<file path="src/rtl/dice_roll_gen.sv">
// dice_roll_gen
//   Upstream stage of the snake-and-ladder board engine. Draws fair dice
//   faces (1..6) from a seedable 16-bit Fibonacci LFSR. It also tracks which
//   player owns the next roll, and offers each roll to the board stage on a
//   valid/ready handshake.
//
// Ports
//   clk          in   1       system clock, all state on rising edge
//   reset        in   1       asynchronous, active-low reset
//   start_game   in   1       game enable; low aborts to IDLE except in HOLD
//   seed_load    in   1       load seed_in into the LFSR (IDLE only)
//   seed_in      in   LFSR_W  seed value (zero is replaced by SEED)
//   roll_req     in   1       board stage requests the next roll
//   game_over    in   1       board stage reports a winner
//   roll_valid   out  1       dice_roll/player_turn are valid
//   roll_ready   in   1       board stage accepts the roll
//   dice_roll    out  3       face value 1..6, 0 while roll_valid is low
//   player_turn  out  1       owner of the roll; 1 = P1, 0 = P2
//   roll_count   out  8       accepted rolls since reset, saturating at 255
module dice_roll_gen #(
  parameter int                LFSR_W  = 16,
  parameter logic [LFSR_W-1:0] SEED    = 16'hACE1,
  parameter int                MAX_REJ = 4
) (
  input  logic              clk,
  input  logic              reset,
  input  logic              start_game,
  input  logic              seed_load,
  input  logic [LFSR_W-1:0] seed_in,
  input  logic              roll_req,
  input  logic              game_over,
  output logic              roll_valid,
  input  logic              roll_ready,
  output logic [2:0]        dice_roll,
  output logic              player_turn,
  output logic [7:0]        roll_count
);

  localparam logic [1:0] IDLE = 2'd0;
  localparam logic [1:0] DRAW = 2'd1;
  localparam logic [1:0] HOLD = 2'd2;
  localparam logic [1:0] DONE = 2'd3;

  localparam int REJ_W = $clog2(MAX_REJ + 1);
  localparam logic [REJ_W-1:0] REJ_LAST = REJ_W'(MAX_REJ - 1);

  logic [1:0]        state, state_nxt;
  logic [LFSR_W-1:0] lfsr, lfsr_nxt, lfsr_shift;
  logic [REJ_W-1:0]  rej_cnt, rej_nxt;
  logic [2:0]        dice_nxt;
  logic              turn_nxt;
  logic [7:0]        count_nxt;
  logic [2:0]        face;
  logic              handshake;

  // The taps are fixed for a 16-bit register.
  assign lfsr_shift = {lfsr[LFSR_W-2:0], lfsr[15] ^ lfsr[13] ^ lfsr[12] ^ lfsr[10]};
  assign face       = lfsr[2:0];
  assign handshake  = roll_valid & roll_ready;

  // Next-state logic. The LFSR advances on every cycle spent in DRAW, even
  // when start_game drops or game_over arrives in that cycle. dice_roll is
  // cleared whenever the FSM is outside HOLD, so it reads 0 while roll_valid
  // is low.
  always_comb begin
    state_nxt = state;
    lfsr_nxt  = lfsr;
    rej_nxt   = rej_cnt;
    dice_nxt  = dice_roll;
    turn_nxt  = player_turn;
    count_nxt = roll_count;
    case (state)
      IDLE: begin
        dice_nxt = 3'd0;
        if (seed_load) begin
          lfsr_nxt = (seed_in == '0) ? SEED : seed_in;
        end
        if (game_over) begin
          state_nxt = DONE;
        end else if (!seed_load && start_game && roll_req) begin
          state_nxt = DRAW;
        end
      end
      DRAW: begin
        lfsr_nxt = lfsr_shift;
        if (!start_game) begin
          rej_nxt   = '0;
          state_nxt = IDLE;
        end else if (game_over) begin
          rej_nxt   = '0;
          state_nxt = DONE;
        end else if (face != 3'd0 && face != 3'd7) begin
          dice_nxt  = face;
          rej_nxt   = '0;
          state_nxt = HOLD;
        end else if (rej_cnt == REJ_LAST) begin
          // Out of retries: 0 and 7 fold onto 1 and 2 so the roll stays bounded.
          dice_nxt  = (face == 3'd0) ? 3'd1 : 3'd2;
          rej_nxt   = '0;
          state_nxt = HOLD;
        end else begin
          rej_nxt = rej_cnt + 1'b1;
        end
      end
      HOLD: begin
        // Roll stays offered regardless of start_game until accepted.
        if (handshake) begin
          turn_nxt  = ~player_turn;
          count_nxt = (roll_count == 8'hFF) ? roll_count : roll_count + 8'd1;
          dice_nxt  = 3'd0;
          state_nxt = game_over ? DONE : IDLE;
        end
      end
      DONE: begin
        dice_nxt = 3'd0;
        if (!start_game) begin
          state_nxt = IDLE;
        end
      end
      default: begin
        dice_nxt  = 3'd0;
        state_nxt = IDLE;
      end
    endcase
  end

  // State registers. roll_valid is registered from the next-state decode, so
  // it is high exactly while the FSM sits in HOLD.
  always_ff @(posedge clk or negedge reset) begin
    if (!reset) begin
      state       <= IDLE;
      lfsr        <= SEED;
      rej_cnt     <= '0;
      roll_valid  <= 1'b0;
      dice_roll   <= 3'd0;
      player_turn <= 1'b1;
      roll_count  <= 8'd0;
    end else begin
      state       <= state_nxt;
      lfsr        <= lfsr_nxt;
      rej_cnt     <= rej_nxt;
      roll_valid  <= (state_nxt == HOLD);
      dice_roll   <= dice_nxt;
      player_turn <= turn_nxt;
      roll_count  <= count_nxt;
    end
  end

endmodule

</file>
<file path="config.mk">
export PLATFORM = sky130hd
export DESIGN_NAME = dice_roll_gen
export DESIGN_NICKNAME = d
export VERILOG_FILES = /design/src/rtl/dice_roll_gen.sv
export SDC_FILE = /design/constraint.sdc
export NUM_CORES = 1
export LEC_CHECK = 0
export CORE_MARGIN = 2
export CORE_UTILIZATION = 50
export CTS_BUF_LIST = sky130_fd_sc_hd__clkbuf_4 sky130_fd_sc_hd__clkbuf_8 sky130_fd_sc_hd__clkbuf_16
export CTS_CLUSTER_DIAMETER = 80
export DETAILED_ROUTE_END_ITERATION = 10
export PLACE_DENSITY_LB_ADDON = 0.05
export SYNTH_ARGS = -nofsm -noshare
export SYNTH_HDL_FRONTEND = slang
export SYNTH_SLANG_ARGS = --single-unit
</file>
<file path="constraint.sdc">
create_clock -name clk -period 1.84 [get_ports clk]
set_input_delay 0.552 -clock clk [delete_from_list [all_inputs] [get_ports clk]]
set_output_delay 0.552 -clock clk [all_outputs]
set_load 0.01 [all_outputs]
</file>
Yosys cells after proc, flatten, opt, wreduce, memory -nomap -nowiden
Index checks and enable logic that the tools add are counted.
{"block": "word_totals", "regBits": 34, "latch_bits": 0, "ramBits": 0, "romBits": 0, "output_inout_bits": 13, "wordCells": 65, "memories": 0}
{"block": "op_classes", "add_sub_neg": 2, "multipliers": 0, "div_mod_pow": 0, "order_cmp": 0, "n_eq_ne": 12, "shift": 0, "mux": 24, "bitwise_logic": 6, "reduce_logical": 14}
{"operator": "$mux 16", "n": 2}
{"operator": "$pmux 16 s2", "n": 1}
{"operator": "$mux 3", "n": 9}
{"operator": "$mux 2", "n": 10}
{"operator": "$logic_not 16->1", "n": 1}
{"operator": "$pmux 3 s3", "n": 1}
{"operator": "$add 8x1->8 const B", "n": 1}
{"operator": "$eq 8x8->1 const B", "n": 1}
{"operator": "$ne 2x2->1 const B", "n": 4}
{"operator": "$pmux 2 s4", "n": 1}
{"operator": "$eq 2x2->1 const B", "n": 3}
{"operator": "$ne 3x3->1 const B", "n": 2}
{"operator": "$reduce_and 2->1", "n": 2}
{"operator": "$reduce_and 4->1", "n": 1}
{"operator": "$add 3x1->3 const B", "n": 1}
{"operator": "$eq 3x2->1 const B", "n": 1}
{"operator": "$logic_and 1x1->1", "n": 3}
{"operator": "$logic_not 3->1", "n": 1}
{"operator": "$reduce_and 3->1", "n": 1}
{"operator": "$reduce_bool 3->1", "n": 1}
{"operator": "$xor 1x1->1", "n": 3}
{"operator": "$eq 2x1->1 const B", "n": 1}
{"operator": "$logic_not 2->1", "n": 1}
{"operator": "$not 1->1", "n": 2}
{"operator": "other kinds (4)", "n": 4}

Logic depth before layout (Yosys ltp)
Gate-level depths: netlist of the first run.
{"block": "logic_depth", "word_depth": 7, "mapped_depth": 6}

Worst setup path after synthesis of the first run
Ideal clock, no wire load.
{"block": "synth_timing", "path_kind": "flip-flop to flip-flop", "from": "register roll_count[0]", "to": "register roll_count[1]", "setup_time_ns": 0.125, "t_arrival_ns": 1.324, "required_ns": 1.715, "setup_slack_ns": 0.391, "stages_incl_launch_ff": 4, "synth_period_minus_slack_ns": 1.449, "cell_sequence": "dfrtp_1 -> ha_1 -> a41oi_2 -> mux2_2"}
{"block": "synth_via", "elab_chain_cells": 3}
{"element": "start: declaration", "line_no": "36", "source": "output logic [7:0] roll_count"}
{"element": "start signal: assignment", "line_no": "145", "source": "roll_count <= count_nxt;"}
{"element": "parallel branches: the longest is 3 deep, another holds $add 8x1->8"}
Several ways; the timed one is not identified.
A chain may end at the register's enable or synchronous reset.

Worst setup path in the final report of the first run
{"block": "layout_timing", "from": "register roll_valid", "to": "output roll_valid"}
{"element": "start: declaration", "line_no": "32", "source": "output logic roll_valid,"}
{"element": "start signal: assignment", "line_no": "142", "source": "roll_valid <= (state_nxt == HOLD);"}
No word-level cell between the ends.

==> run_results.csv, run 1 <==
group,metric,value,unit
status,status,"finished clean",
timing,worst_pin_slew,0.402,ns
floorplanning,core.rowCount,21,
timing,rsz0062_at_grt,"false",
yosys,synthArstFlopShare,100,%
timing,tns,0,ns
final_layout,finalNetCount,245,
placement,portBuffers,35,
grt,overflow,0,
yosys,syn_nets,189,
timing,slew_violations,0,
cts,clk_path_buf_depth,2,
yosys,synth_area_per_cell,10.6,sq um
floorplanning,initial_core_util,52.2,%
pwr,power_leakage,1.12,nW
worst_setup_path,worstPathRequired,1.29,ns
floorplanning,chipHeight,63.0,um
worst_setup_path,cp-startpoint,"roll_valid",
worst_setup_path,crit_buf_inv,1,
worst_setup_path,end_kind,"output pin",
cts,clock-sinks,34,
route,wirelength,4.07,mm
job,maxCapViolations,0,
grt,grt_pass1_wl,6.95,mm
route,routedWlPerCell,15.2,um
floorplanning,die_area,0.00397,sq mm
cts,clk_latency,0.33,ns
yosys,syn_area,0.00174,sq mm
final_layout,final_util,71.7,%
timing,hold_viol,0,
cts,cts_root_buf,"clkbuf_4",
cts,cts.clk_slew.worst_paths,0.10,ns
worst_setup_path,rr_startpoint,"roll_count[0]",
worst_setup_path,crit_type,"register to output pin",
cts,cts_buffers,5,
yosys,yosys.cell_types.count,44,
worst_setup_path,cp_slowest_stage_delay,0.53,ns
worst_setup_path,worst-r2r-cell-count,4,
timing,timing.fmax,561,MHz
yosys,yosys-top-cells-area,"dfrtp_1, dfstp_2, o21ai_0",
yosys,ys_ff_latch,34,
grt,antenna_found_initial,0,
yosys,synthCells,164,
yosys,ys_seq_area_share,49.5,%
yosys,synth-edff-count,0,
final_layout,areaGrowthSynthToFinish,37.4,%
placement,dp_hpwl,2.84,mm
yosys,yosysTopAreaCell,"dfrtp_1",
route,drc,0,
yosys,yosysWarningCount,0,
final_layout,insertedDiodeCount,0,
worst_setup_path,r2r_setup_slack,0.26,ns
timing,setup_viol,0,
final_layout,drive_gt1_share,28.5,%
timing,slew_headroom,73.2,%
worst_setup_path,cp.depth,1,
cts,cts-htree-levels,2,
route,viasPerCell,5.70,
worst_setup_path,crit_family,"buffers and inverters",
route,drt_first_pass_iters,4,
final_layout,nFillCells,262,
route,vias,1521,
min_path,hold_path_depth,2,
route,ant_nets,0,
grt,grt.total_usage,22.2,%
worst_setup_path,worst-path-max-fanout,2,
yosys,synth_ff_type,"dfrtp_1",
worst_setup_path,cp.arrival,1.23,ns
timing,period_minus_slack,1.78,ns
yosys,synth.most_common_cell,"dfrtp_1",
floorplanning,die_w,63.0,um
worst_setup_path,worst_path_max_delay_cell,"clkdlybuf4s50_1",
final_layout,multiInputGateArea,843,sq um
placement,gp_congestion,0.762,
floorplanning,core_area,0.00334,sq mm
timing,period_share,96.9,%
timing,skew,0.00556,ns
grt,grt_pass1_vias,1488,
worst_setup_path,path_cells,"clkdlybuf4s50_1",
worst_setup_path,crit_path_end,"roll_valid",
floorplanning,ios,36,
cts,hold_buffers,0,
pwr,peakVddDrop,0.691,mV
min_path,min_path_type,"register to register",
route,dr.first_iter.drc_count,115,
grt,grt_max_degree,35,
yosys,synth_common_cells,"dfrtp_1, o21ai_0, nand2_1",
worst_setup_path,timing.rr.end,"roll_count[1]",
pwr,p_per_area,1360,mW/mm^2
final_layout,final-seq-area,866,sq um
timing,whs,0.486,ns
worst_setup_path,worstSetupStartpointType,"register",
cts,cts_tree,"yes",
yosys,synth_top_area_share,35.9,%
-- state kept, by name, indices dropped and copies added, names as in the netlist --
register     count
lfsr            16
dice_roll        3
rej_cnt          3
roll_valid       1
player_turn      1
state            2
roll_count       8
-- kinds of logic after synthesis --
kind of cell | synth area share [%]
muxes | 1.29
xor gates and xnor gates | 4.53
and+or+nand+nor | 21.3
DFF | 49.5
buffers and inverters | 2.51
AOI/OAI and AO/OA | 19.4
adders and majority gates | 1.44
-- what timing repair did --
action                                  4_1_cts  5_1_grt
endpoints found under the setup margin       10       10
resized for setup                             5       10
hold endpoints to repair                      0        0
pin swaps                                     0        0
buffers inserted                              8        0
-- final cells by class --
cell class | count | area share, %
Multi-Input combinational cell | 120 | 35.3
Clock buffer | 8 | 2.51
Timing Repair Buffer | 57 | 23.3
Sequential cell | 34 | 36.2
Tap cell | 46 | 2.41
Inverter | 2 | 0.314
-- tightest hold or removal path: stages (launching register included) --
cell,delay (ns)
dfrtp_1,0.35
nand2_1,0.04
o21ai_0,0.06
-- metrics by stage --
stage / instance area, sq um / worst slack [ns] / power [W] / std cells
floorplan: 1740 / 0.391 / 0.00224 / 164
global placement: 2240 / -0.274 / 0.00270 / 251
detailed placement: 2240 / -0.301 / 0.00276 / 251
CTS: 2360 / 0.0151 / 0.00326 / 267
global route: 2390 / 0.00311 / 0.00349 / 267
finish: 2390 / 0.0575 / 0.00326 / 267
-- worst min-delay path by stage --
stage | startpoint | end | slack [ns]
3_5_place_dp | lfsr[14] | lfsr[14] | 0.47
5_1_grt | player_turn | player_turn | 0.50
3_3_place_gp | lfsr[9] | lfsr[9] | 0.47
4_1_cts | player_turn | player_turn | 0.49
6_report | lfsr[14] | lfsr[14] | 0.49
2_1_floorplan | reset | dice_roll[0] | 0.26
-- power by group --
part / leakage (nW) / internal [W] / switching (W) / total (W)
Sequential: 0.415 / 0.00111 / 0.000266 / 0.00137
Combinational: 0.666 / 0.000779 / 0.000666 / 0.00144
Clock: 0.0368 / 0.000197 / 0.000247 / 0.000444
Total: 1.12 / 0.00208 / 0.00118 / 0.00326
-- metal layers --
metal | global-route usage (%) | up-vias | part of all wire [%]
met5 | 0 | - | 0
met2 | 37.5 | 45 | 50
met4 | 7.50 | 0 | 1.4
met1 | 27.7 | 746 | 44
met3 | 5.41 | 7 | 4.9
li1 | - | 723 | -
-- layout by cell type, fill, tap and decap left out, types with 4 or more instances in the layout --
| master | Yosys | final |
|---|---|---|
| nand3_1 | 6 | 5 |
| nand3b_1 | 7 | 7 |
| dfstp_2 | 9 | 9 |
| dlymetal6s2s_1 | 0 | 8 |
| dfrtp_1 | 25 | 22 |
| nor2_1 | 5 | 5 |
| nor4_1 | 4 | 4 |
| xnor2_1 | 5 | 5 |
| o221a_2 | 8 | 8 |
| clkdlybuf4s50_1 | 0 | 25 |
| nand2_1 | 17 | 17 |
| o21ai_0 | 18 | 18 |
| clkbuf_4 | 0 | 8 |
| buf_4 | 1 | 20 |
| xor2_1 | 4 | 4 |
| a22oi_1 | 8 | 8 |
No activity file was read; power rests on OpenSTA's default activity.
==> run 2: changes to the inputs <==
- ABC_CLOCK_PERIOD_IN_PS: unset -> 1840
==> results of run 2 <==
Same layout as run 1: the final DEF is identical, and so are final timing and power.
==> run 3: changes to the inputs <==
- CTS_CLUSTER_DIAMETER: 80 -> 100
- HOLD_SLACK_MARGIN: unset -> 0.15
==> results of run 3 <==
Same layout as run 1: the final DEF is identical, and so are final timing and power.
